**src/rtl/nway_reg_mux.sv**
```systemverilog
// nway_reg_mux: registered INPUTS-way operand select behind a valid/ready output register.
// Define NWAY_MUX_SKID_EN to add a skid register so in_ready carries no combinational path from out_ready.
module nway_reg_mux #(
  parameter int WIDTH = 32,
  parameter int INPUTS = 4,
  localparam int SEL_W = INPUTS > 1 ? $clog2(INPUTS) : 1
) (
  input  logic                    clk,
  input  logic                    reset,
  input  logic [INPUTS*WIDTH-1:0] in_bus,
  input  logic [SEL_W-1:0]        sel,
  input  logic                    in_valid,
  output logic                    in_ready,
  output logic [WIDTH-1:0]        out_data,
  output logic                    out_valid,
  input  logic                    out_ready,
  output logic                    sel_err,
  output logic [15:0]             xfer_count
);
  logic [WIDTH-1:0] word;
  logic bad, accept, xfer;
  // An out-of-range select matches no channel and leaves the word at zero.
  always_comb begin
    word = '0;
    for (int k = 0; k < INPUTS; k++) if (sel == SEL_W'(k)) word = in_bus[k*WIDTH +: WIDTH];
  end
  assign bad = 32'(sel) >= INPUTS;
  assign accept = in_valid && in_ready;
  assign xfer = out_valid && out_ready;
`ifdef NWAY_MUX_SKID_EN
  logic [WIDTH-1:0] s_data;
  logic s_valid;
  assign in_ready = !s_valid;
  always_ff @(posedge clk)
    if (reset) begin
      s_valid <= 1'b0;
      s_data <= '0;
    end else if (accept && out_valid && !out_ready) begin
      s_data <= word;
      s_valid <= 1'b1;
    end else if (!accept && out_ready) s_valid <= 1'b0;
  // S only fills while M is stalled, so draining S always refills M.
  always_ff @(posedge clk)
    if (reset) begin
      out_valid <= 1'b0;
      out_data <= '0;
    end else if (accept && (!out_valid || out_ready)) begin
      out_data <= word;
      out_valid <= 1'b1;
    end else if (!accept && out_ready) begin
      if (s_valid) out_data <= s_data;
      else out_valid <= 1'b0;
    end
`else
  assign in_ready = !out_valid || out_ready;
  always_ff @(posedge clk)
    if (reset) begin
      out_valid <= 1'b0;
      out_data <= '0;
    end else if (accept) begin
      out_data <= word;
      out_valid <= 1'b1;
    end else if (out_ready) out_valid <= 1'b0;
`endif
  always_ff @(posedge clk)
    if (reset) begin
      sel_err <= 1'b0;
      xfer_count <= '0;
    end else begin
      sel_err <= sel_err || (accept && bad);
      xfer_count <= xfer_count + 16'(xfer);
    end
endmodule

```
**config.mk**
```make
export PLATFORM = sky130hd
export DESIGN_NAME = nway_reg_mux
export DESIGN_NICKNAME = d
export VERILOG_FILES = /design/src/rtl/nway_reg_mux.sv
export SDC_FILE = /design/constraint.sdc
export NUM_CORES = 1
export LEC_CHECK = 0
export CAP_MARGIN = 40
export CORE_MARGIN = 1
export CORE_UTILIZATION = 32
export CTS_BUF_LIST = sky130_fd_sc_hd__clkbuf_2
export DETAILED_ROUTE_END_ITERATION = 16
export PLACE_DENSITY = 0.81
export SYNTH_ARGS = -nofsm -noshare
export SYNTH_HDL_FRONTEND = slang
export SYNTH_SLANG_ARGS = --single-unit
```
**constraint.sdc**
```tcl
create_clock -name clk -period 1.7 [get_ports clk]
set_input_delay 0.34 -clock clk [delete_from_list [all_inputs] [get_ports clk]]
set_output_delay 0.34 -clock clk [all_outputs]
set_load 0.005 [all_outputs]
```
Word-level counts from Yosys, hierarchy flattened
Cells that the tools add are included.
Widths: inputs -> output; s select.

word-level totals
  bits of input ports = 134
  output and inout port bits = 51
  word-level logic and storage cells = 19
  register bits after elaboration = 49

cells by class
  mux-type cells = 6
  equality and inequality tests = 3
  $add $sub $neg = 1
  reduce and logical (&&, ||, !) cells = 6

operator list
  kind                number
  $mux 32             4
  $add 16x1->16       1
  $eq 2x2->1 const B  2
  $eq 2x1->1 const B  1
  $logic_and 1x1->1   2
  $logic_not 2->1     1
  $mux 1              2
  $reduce_bool 2->1   1
  $logic_not 1->1     1
  $logic_or 1x1->1    1

Logic depth before layout (Yosys ltp)
Gate-level depths: netlist (run 1).

  depth in word-level cells = 5
  depth in mapped cells = 6

Worst setup path before layout (run 1)
Ideal clock, no wire load.

  path type = reg-to-reg
  start = register out_valid
  end = register xfer_count[14]
  cell stages (with the launch flop) = 7
  period minus slack after synthesis = 1.691 ns
  arrival = 1.571 ns
  slack = 0.009 ns
  path buffers = 0
  required time = 1.579 ns
  cell sequence = dfxtp_1 > and2_1 > ha_1 > ha_1 > nand2_2 > nor4_2 > mux2_2

between the ends
  word-level cells in the longest chain between the ends = 2

RTL lines
  element                 RTL line  RTL
  from (decl)             15        output logic out_valid,
  from (signal assigned)  58        out_valid <= 1'b0;
  from (signal assigned)  62        out_valid <= 1'b1;
  from (signal assigned)  63        end else if (out_ready) out_valid <= 1'b0;
  $logic_and 1x1->1       29        assign xfer = out_valid && out_ready;
  $add 16x1->16           71        xfer_count <= xfer_count + 16'(xfer);
  to (signal assigned)    71
  to (decl)               18        output logic [15:0] xfer_count

No other way between the ends.
A chain may end at the register's enable or synchronous reset.

Final worst setup path (run 1)
  start = input out_ready
  end = register xfer_count[14]

between the ends
  word-level cells in the longest chain between the ends = 2

RTL lines
  element            RTL line  RTL
  from (decl)        16        input logic out_ready,
  $logic_and 1x1->1  29
  $add 16x1->16      71

No other way between the ends.

==> key figures, run 1 <==
Pwr
  • Net switching power: around 630 µW
  • Flop pwr share: 0.471
  • Pwr per Cell Area: ~530 nW/µm²
  • VDD IR max: 341 µV
  • Total power: 2.65 mW
  • Clock power share: 0.242
  • P_int: just over 2 mW
  • Leakage power: 2.47 nW
  • Switching Fraction: 0.239
  • Power share of the combinational group: 0.287

Worst hold path
  • Type of the tightest min-delay check: reg2reg
  • Count of cells along the worst hold path: 1
  • Hold endpoint: out_data[26]$_SDFFE_PP0P_
  • Hold Crit Start: out_data[26]$_SDFFE_PP0P_

Logic synthesis
  • Mapped cell area: about 2600 µm²
  • Number of synthesized flops with an enable pin: 0
  • Netlist cell types: 32
  • Synth area leaders: dfxtp_1, mux4_2, a22o_1, buf_6, a21oi_1
  • Most common cell in the netlist: dfxtp_1
  • Sequential share of the synthesized area: 0.381
  • Mapped Nets: 337
  • Top post-synthesis cells by count: dfxtp_1, a22o_1, mux4_2, a21oi_1, nor2_1
  • Seq cells post-synth: 49
  • Main synth FF type: dfxtp_1
  • Synth top area share: 0.381
  • Mapped Cells: 200
  • Yosys warnings: 0
  • Ys async rst share: 0
  • Mapped Avg Cell Area: 12.9 µm²
  • Post-synthesis cell type with the largest combined area: dfxtp_1

Setup path
  • Worst path max stage delay: 0.47 ns
  • Slowest cell on crit path: clkdlybuf4s50_1
  • Worst r2r path cells: 6
  • Worst Path Required: 2.07 ns
  • R2R Setup Slk: around 0.06 ns
  • CP Max Fanout: 4
  • Worst r2r dst: xfer_count[14]$_SDFF_PP0_
  • Reg-to-reg startpoint: out_valid$_SDFFE_PP0P_
  • Critical path launch point type: input port
  • Critical path's top delay family: simple AND/OR/NAND/NOR gates
  • Arr. time, crit path: between 2 and 2.5 ns
  • WS Path Type: in2reg
  • Cell repeated most along the worst path: ha_2
  • CP cell instances: clkdlybuf4s50_1, and2_4, ha_2, ha_2, nand2_4, nor4_2, mux2_2
  • WP buf/inv: 1
  • CP endpoint kind: flip-flop

Floorplan
  • Row Count: 32
  • Die width: 91.7 µm
  • Initial Util: 0.331
  • I/O pin total: 185
  • Core Region: 7770 µm²
  • Die Ht: roughly 92 µm
  • Die area: 8400 µm²

Layout
  • Diodes inserted: 0
  • Final nets: roughly 550
  • Area grow syn2layout: 94.8%
  • Final Core Density: 0.645
  • Layout cell share with drive strength beyond 1: 0.348

Placement
  • Detail Placement HPWL: ~6500 µm
  • # port buffers: 183
  • GPL Wtd Cong: 0.767

Drt
  • TritonRoute pass-1 iters: 4
  • Initial drt markers: 56
  • DRC Markers: 0
  • WL final: 8500 µm
  • Vias: 2618
  • Wire per inst: around 17 µm
  • Final ANT Viol Nets: 0
  • Via-to-Cell Ratio: 5.10

STA
  • RSZ-0062 raised after global routing: false
  • Fin. Hold Viols: 0
  • Fmax: ~600 MHz
  • Setup Skew: 0.0229 ns
  • Finish-stage setup viols: 0
  • Fin. max-slew vios: 0
  • Tmin final: 1.67 ns
  • Final Cycle Share: 0.983

CTS
  • Clock Path Buffers: 2
  • Clock sink total: between 40 and 50
  • TritonCTS Buffers: 5
  • # H-tree levels: 2
  • Clock root buffer: clkbuf_2
  • TritonCTS clock tree: built
  • Worst skew pair latency: 0.44 ns
  • Clock transition at path regs: 0.28 ns

Global route
  • Global Route Usage Sum: 0.203
  • GR Overflow Total: 0
  • Initial antenna violation count: 0
  • Vias in the first global route: around 2700
  • First-pass GRT wire length: ~13000 µm
  • Largest net degree at the start of global routing: 33

Outcome
  • Status: finished, final reports clean

Flow run
  • Max Cap Violations: 0
[repair_timing]
item | 4_1_cts | 5_1_grt
hold buffers | 0 | 0
buffers inserted | 15 | 4
pin swaps | 0 | 1
gates resized for setup | 60 | 49
cloned | 0 | 0
endpoints found under the setup margin | 39 | 41
[layer usage]
metal,track usage,vias to the layer above,part of all wire
met3,0.0473,9,0.060
met2,0.400,105,0.58
met1,0.217,1283,0.35
met5,0,-,0
li1,-,1221,-
met4,0.0450,0,0.0098
[metrics by stage]
step	hold WS, ns	TNS [ns]	instances	worst slack (ns)	cell area (µm²)
floorplan	0.466	0	200	0.00859	2570
global placement	0.460	-4.15	486	-0.457	4630
detailed placement	0.464	-5.23	486	-0.507	4630
CTS	0.505	0	509	0.0000854	4860
global route	0.514	0	513	0.00443	5010
finish	0.497	0	513	0.0289	5010
[final cells by class]
class | count | area [µm²]
fill | 600 | 2760
timing repair buffer | 220 | 2220
multi-input combinational | 132 | 1520
sequential | 49 | 1060
tap | 102 | 128
clock inverter | 3 | 46.3
clock buffer | 5 | 25.0
inverter | 2 | 7.51
[how the worst max path moves through the flow]
stage | start | endpoint | cells past startpoint
2_1_floorplan | out_valid$_SDFFE_PP0P_ | xfer_count[14]$_SDFF_PP0_ | 6
3_5_place_dp | out_ready | xfer_count[12]$_SDFF_PP0_ | 7
4_1_cts | out_data[4]$_SDFFE_PP0P_ | out_data[4] | 1
3_3_place_gp | out_ready | xfer_count[14]$_SDFF_PP0_ | 7
6_report | out_ready | xfer_count[14]$_SDFF_PP0_ | 7
5_1_grt | out_data[8]$_SDFFE_PP0P_ | out_data[8] | 1
[cells in the final DEF (no fill, tap or decap), types with 2 or more instances in the layout]
cell type / instances
dfxtp_2: 43
nor4_2: 2
clkbuf_2: 5
ha_2: 2
nor2_1: 7
dlygate4sd2_1: 16
nand4_4: 2
mux4_2: 32
buf_4: 32
mux2_2: 4
or3_1: 4
a21oi_1: 8
o21ai_0: 4
nand2_1: 4
xor2_1: 2
buf_12: 5
dlymetal6s2s_1: 31
dfxtp_4: 6
o31ai_1: 3
nand3_1: 6
clkdlybuf4s50_1: 135
inv_1: 2
a22o_1: 32
nor2b_1: 6
or4_1: 2
[kinds of logic after synthesis]
kind of cell    after synthesis  synth area share
flops                        49             0.381
compound gates               48             0.143
simple gates                 41             0.106
mux                          36             0.298
buf+inv                      19            0.0462
fa+ha+maj                     3            0.0146
xor+xnor                      3            0.0102
other cells                   1           0.00146
[power groups by stage]
stage / Sequential (mW) / Combinational [mW] / Clock, mW
detailed placement: 1.27 / 0.775 / 0
finish: 1.25 / 0.759 / 0.641
global placement: 1.27 / 0.757 / 0
floorplan: 1.27 / 0.263 / 0
global route: 1.26 / 0.807 / 0.703
CTS: 1.25 / 0.772 / 0.664
[flip-flops by register name, indices dropped and copies added, names as in the netlist]
signal	count
out_data	32
out_valid	1
xfer_count	16
(Power assumes the default switching activity.)
==> run 2, diff against run 1 <==
--- a/config.mk
+++ b/config.mk
@@ -5,12 +5,13 @@
 export SDC_FILE = /design/constraint.sdc
 export NUM_CORES = 1
 export LEC_CHECK = 0
+export ABC_AREA = 1
 export CAP_MARGIN = 40
 export CORE_MARGIN = 1
-export CORE_UTILIZATION = 32
+export CORE_UTILIZATION = 34
 export CTS_BUF_LIST = sky130_fd_sc_hd__clkbuf_2
 export DETAILED_ROUTE_END_ITERATION = 16
-export PLACE_DENSITY = 0.81
+export PLACE_DENSITY = 0.83
 export SYNTH_ARGS = -nofsm -noshare
 export SYNTH_HDL_FRONTEND = slang
 export SYNTH_SLANG_ARGS = --single-unit
==> key figures, run 2 <==
Drt
  • Final ANT Viol Nets: 0
  • TritonRoute pass-1 iters: 5
  • DRC Markers: 0
  • Vias: between 3000 and 4000
  • WL final: roughly 10000 µm
  • Initial drt markers: 162
  • Via-to-Cell Ratio: a little under 5
  • Wire per inst: around 13 µm

Layout
  • Max FFs per register: 32
  • Multi-input combinational cell area: roughly 1600 µm²
  • Final Cell Area: 5180 µm²
  • Area grow syn2layout: 83.4%
  • Final nets: 788
  • Most frequent cells in the layout: clkdlybuf4s50_1, nand2_1, nor2_1
  • Fillers: just under 700
  • Largest Register: out_data
  • Biggest regs: out_data (32), xfer_count (16), out_valid (1)
  • Diodes inserted: 0
  • Commonest non-fill, non-tap cell in the layout: clkdlybuf4s50_1
  • Layout cell share with drive strength beyond 1: 0.160
  • Register area: 1050 µm²

STA
  • Final worst setup slack: 0.0654 ns
  • Fmax: 612 MHz
  • Setup Skew: 0.0134 ns
  • Final Cycle Share: 0.962
  • Fin. Hold Viols: 0
  • Tightest Pin Transition: between 0.5 and 0.6 ns
  • Slew HR: 0.635
  • Finish-stage setup viols: 0
  • Fin. max-slew vios: 0
  • Tmin final: around 1.6 ns

Placement
  • Placed Area: 4840 µm²
  • Minimum setup slack after placement: -0.282 ns
  • Detail Placement HPWL: 7830 µm
  • # port buffers: 183
  • GPL Wtd Cong: around 0.88

Floorplan
  • Die width: 93.1 µm
  • Initial Util: 0.358
  • Row Count: 32
  • Die area: 8670 µm²
  • Die Ht: 93.1 µm
  • I/O pin total: ~190
  • Core Region: 7890 µm²

Worst hold path
  • Type of the tightest min-delay check: reg2reg

Logic synthesis
  • Seq cells post-synth: 49
  • Netlist cell types: 24
  • Synth top area share: 0.347
  • Mux contribution to synthesized area: 0
  • Simple-gate share of the synthesized area: 0.403
  • Ys async rst share: 0
  • Mapped Cells: 451
  • Largest family of logic cells by synthesized area: simple AND/OR/NAND/NOR gates
  • Number of synthesized flops with an enable pin: 0
  • Post-Synth Adder-Cell Area: 0.0133
  • Mapped Avg Cell Area: about 6.3 µm²
  • Area fraction in compound gates after synthesis: 0.143
  • Top post-synthesis cells by count: nand2_1, nor2_1, nand3_1, dfxtp_1, o21ai_0
  • Post-synthesis cell type with the largest combined area: dfxtp_1
  • Synth area leaders: dfxtp_1, nand2_1, nand3_1, nor2_1, o21ai_0
  • Most common cell in the netlist: nand2_1
  • Mapped Nets: 588
  • Sequential share of the synthesized area: 0.347
  • Yosys warnings: 0
  • Xor/xnor share of the synthesized area: 0.00310
  • Mapped cell area: approximately 2800 µm²
  • Main synth FF type: dfxtp_1

CTS
  • TritonCTS clock tree: built
  • Clock Path Buffers: 2
  • Clock transition at path regs: roughly 0.23 ns
  • Clock root buffer: clkbuf_2
  • Clock sink total: 49
  • TritonCTS Buffers: 5
  • # H-tree levels: 2
  • Worst skew pair latency: 0.41 ns

Pwr
  • Leakage power: roughly 2.7 nW
  • Total power: around 2.7 mW
  • Pwr per Cell Area: 518 nW/µm²
  • VDD IR max: between 300 and 400 µV

Setup path
  • CP endpoint kind: output pin
  • CP Max Fanout: 2
  • Slowest cell on crit path: clkdlybuf4s50_1
  • Arr. time, crit path: ~1.3 ns
  • Critical path launch point type: flip-flop
  • Worst path max stage delay: 0.50 ns
  • WS Path Type: reg2out
  • Critical path's top delay family: buffers and inverters
  • WP buf/inv: 1
  • Worst Path Required: 1.36 ns
  • CP cell instances: clkdlybuf4s50_1

Global route
  • Largest net degree at the start of global routing: 65
  • Global Route Usage Sum: 0.227
  • GR Overflow Total: 0
  • First-pass GRT wire length: roughly 16000 µm
  • Vias in the first global route: 3519
  • Initial antenna violation count: 0

Flow run
  • Max Cap Violations: 0

Outcome
  • Status: finished, final reports clean
-- run 2: cell types whose count changed after synthesis, moves of 32 or more --
cell | before | now
a22o_1 | 32 | 0
mux4_2 | 32 | 0
nand2_1 | 4 | 135
nand3_1 | 6 | 60
nor2_1 | 7 | 66
o21ai_0 | 4 | 48
-- run 2: power by group --
group          internal [mW]  switching [mW]  total [mW]
registers               1.22          0.0336        1.26
logic                  0.512           0.324       0.835
clock network          0.239           0.354       0.593
-- run 2: final timing paths --
check,from,to,slack [ns],cells past startpoint
setup / recovery,xfer_count[11]$_SDFF_PP0_,xfer_count[11],0.07,1
hold / removal,xfer_count[7]$_SDFF_PP0_,xfer_count[7]$_SDFF_PP0_,0.48,1
setup reg to reg,out_valid$_SDFFE_PP0P_,xfer_count[12]$_SDFF_PP0_,0.09,10
hold reg to reg,xfer_count[7]$_SDFF_PP0_,xfer_count[7]$_SDFF_PP0_,0.48,1
-- run 2: logic make-up after synthesis --
family	after synthesis
flip-flops	49
AO/OA/AOI/OAI	78
other	1
buffers and inverters	49
AND/OR/NAND/NOR	270
XOR/XNOR	1
adder cells (fa/ha/maj)	3
-- run 2: layout make-up --
cell class              instances  share of cell area
multi-input cells             353               0.308
clock inverters                 2             0.00676
flip-flops and latches         49               0.204
repair buffers                221               0.437
well taps                     102              0.0246
clock buffers                   5             0.00483
inverters                      21              0.0152
-- run 2: timing repair --
| item | CTS | global route |
|---|---|---|
| setup endpoints to repair | 18 | 51 |
| buffers inserted | 0 | 14 |
| gates resized for setup | 19 | 78 |
| hold buffers | 0 | 0 |
-- run 2: metal layers --
metal / vias to the layer above / track usage / share of wire
li1: 1856 / - / -
met1: 1667 / 0.261 / 0.40
met2: 180 / 0.406 / 0.50
met3: 25 / 0.0593 / 0.082
met4: 0 / 0.0744 / 0.025
met5: - / 0 / 0
-- run 2: per-stage QoR --
step	utilization	std cells	hold WS [ns]	setup TNS (ns)
5_1_grt	0.657	753	0.472	-0.126
3_5_place_dp	0.614	732	0.491	-6.83
3_3_place_gp	0.614	732	0.463	-5.78
4_1_cts	0.624	739	0.487	0
6_report	0.657	753	0.476	0
2_1_floorplan	-	451	0.468	0
==> run 3, diff against run 2 <==
==> constraint.sdc (replaced) <==
create_clock -name clk -period 1.3 [get_ports clk]
set_input_delay 0.26 -clock clk [delete_from_list [all_inputs] [get_ports clk]]
set_output_delay 0.26 -clock clk [all_outputs]
set_load 0.005 [all_outputs]
==> key figures, run 3 (synthesis results as in run 2) <==
CTS
  • Clock Path Buffers: 2
  • Clock root buffer: clkbuf_2
  • Clock sink total: 49
  • # H-tree levels: 2
  • TritonCTS clock tree: built
  • Clock transition at path regs: roughly 0.25 ns
  • Worst skew pair latency: 0.42 ns
  • TritonCTS Buffers: 5

Pwr
  • Net switching power: slightly above 1 mW
  • P_int: approximately 2.4 mW
  • Leakage power: 2.32 nW
  • Total power: about 3.4 mW
  • Power share of the combinational group: 0.337
  • Pwr per Cell Area: 656 nW/µm²
  • Clock power share: 0.181
  • VDD IR max: 363 µV
  • Switching Fraction: 0.296
  • Flop pwr share: 0.483

Layout
  • Biggest regs: out_data (32), xfer_count (16), out_valid (1)
  • Max FFs per register: 32
  • Commonest non-fill, non-tap cell in the layout: clkdlybuf4s50_1
  • Fillers: 631
  • Largest Register: out_data
  • Area grow syn2layout: 85.2%
  • Final nets: 806
  • Final Cell Area: 5230 µm²
  • Most frequent cells in the layout: clkdlybuf4s50_1, nand2_1, nor2_1
  • Layout cell share with drive strength beyond 1: 0.294
  • Diodes inserted: 0
  • Final Core Density: 0.663

Placement
  • # port buffers: 183
  • Detail Placement HPWL: around 7900 µm
  • GPL Wtd Cong: just over 0.9
  • Minimum setup slack after placement: -0.609 ns
  • Placed Area: 4920 µm²

Floorplan
  • Initial Util: 0.358
  • Core Region: 7890 µm²
  • I/O pin total: 185
  • Row Count: 32
  • Die width: 93.1 µm
  • Die Ht: 93.1 µm
  • Die area: 8670 µm²

Global route
  • Initial antenna violation count: 0
  • GR Overflow Total: 0
  • Vias in the first global route: 3626
  • Global Route Usage Sum: 0.239
  • First-pass GRT wire length: 16500 µm
  • Largest net degree at the start of global routing: 41

Drt
  • DRC Markers: 0
  • Final ANT Viol Nets: 0
  • Via-to-Cell Ratio: 5.00
  • WL final: 11200 µm
  • Vias: roughly 3900
  • TritonRoute pass-1 iters: 4
  • Initial drt markers: 191
  • Wire per inst: 14.5 µm

STA
  • Final worst setup slack: -0.134 ns
  • Setup Skew: 0.0236 ns
  • Slew HR: 0.494
  • Fin. Hold Viols: 0
  • Tightest Pin Transition: 0.758 ns
  • TNS Setup: -0.925 ns
  • Finish-stage setup viols: 13
  • Fmax: 697 MHz
  • Fin. max-slew vios: 0
  • Tmin final: 1.43 ns
  • Final Cycle Share: 1.10
  • RSZ-0062 raised after global routing: true

Setup path
  • Critical path's top delay family: simple AND/OR/NAND/NOR gates
  • WP buf/inv: 2
  • CP endpoint kind: flip-flop
  • Slowest cell on crit path: clkdlybuf4s50_1
  • WS Path Type: in2reg
  • Cell repeated most along the worst path: nor2_1
  • CP cell instances: clkdlybuf4s50_1, nand2_4, inv_4, ha_4, ha_4, nand2_4, nor2_4, nand3b_1, nor2_1, nor2_1, nor2_1
  • Worst Path Required: about 1.7 ns
  • Worst path max stage delay: 0.55 ns
  • CP Max Fanout: 3
  • Arr. time, crit path: around 1.8 ns
  • Critical path launch point type: input port

Worst hold path
  • Type of the tightest min-delay check: in2reg

Flow run
  • Max Cap Violations: 0

Outcome
  • Failing checks: setup timing
  • Status: complete, but fails checks
-- run 3: cell count changes in the layout (fill, tap and decap cells not counted), moves of 4 or more --
cell / previous run / this run
dlymetal6s2s_1: 39 / 0
buf_6: 0 / 7
buf_12: 4 / 8
buf_2: 0 / 17
buf_4: 34 / 38
nand2_4: 0 / 4
clkbuf_2: 5 / 36
clkbuf_16: 0 / 4
nor2_1: 66 / 61
nand2_1: 135 / 128
clkdlybuf4s50_1: 143 / 131
nand3_1: 60 / 56
nor2_2: 1 / 6
-- run 3: stage by stage --
stage | std cells | hold slack (ns)
floorplan | 451 | 0.444
global placement | 735 | 0.461
detailed placement | 735 | 0.479
CTS | 760 | 0.410
global route | 772 | 0.401
finish | 772 | 0.433
-- run 3: cell type report --
class,instances,area [µm²],area share
Clock buffer,5,25.0,0.00478
Clock inverter,3,17.5,0.00335
Inverter,21,81.3,0.0156
Multi-Input combinational cell,354,1740,0.332
Sequential cell,49,1050,0.200
Tap cell,102,128,0.0244
Timing Repair Buffer,238,2190,0.419
-- run 3: power groups by stage --
stage / Sequential (mW) / Combinational (mW) / Clock [mW]
2_1_floorplan: 1.67 / 0.388 / 0
3_3_place_gp: 1.67 / 1.10 / 0
3_5_place_dp: 1.67 / 1.12 / 0
4_1_cts: 1.65 / 1.09 / 0.645
5_1_grt: 1.67 / 1.25 / 0.700
6_report: 1.65 / 1.15 / 0.620
-- run 3: timing repair --
item	in CTS	in global routing
setup endpoints to repair	79	74
hold buffers	0	0
pin swaps	5	21
setup buffers	16	7
gates cloned	1	5
gates resized for setup	190	68
-- run 3: routing by layer --
layer	routed length (µm)	global-route usage	up-vias
met2	5590	0.422	211
met4	388	0.109	0
met1	4340	0.275	1714
met3	905	0.0512	32
met5	0	0	-
li1	-	-	1900
-- run 3: final timing paths --
check | from | to | slack (ns) | cells past startpoint
setup / recovery | out_ready | xfer_count[12]$_SDFF_PP0_ | -0.13 | 11
hold / removal | in_bus[105] | out_data[9]$_SDFFE_PP0P_ | 0.43 | 3
setup reg to reg | out_valid$_SDFFE_PP0P_ | xfer_count[12]$_SDFF_PP0_ | -0.11 | 10
hold reg to reg | out_data[23]$_SDFFE_PP0P_ | out_data[23]$_SDFFE_PP0P_ | 0.54 | 2
-- run 3: tightest hold or removal path, delay by kind of cell --
kind	cells	cell delay, ns
buf+inv	1	0.40
compound gates	2	0.19
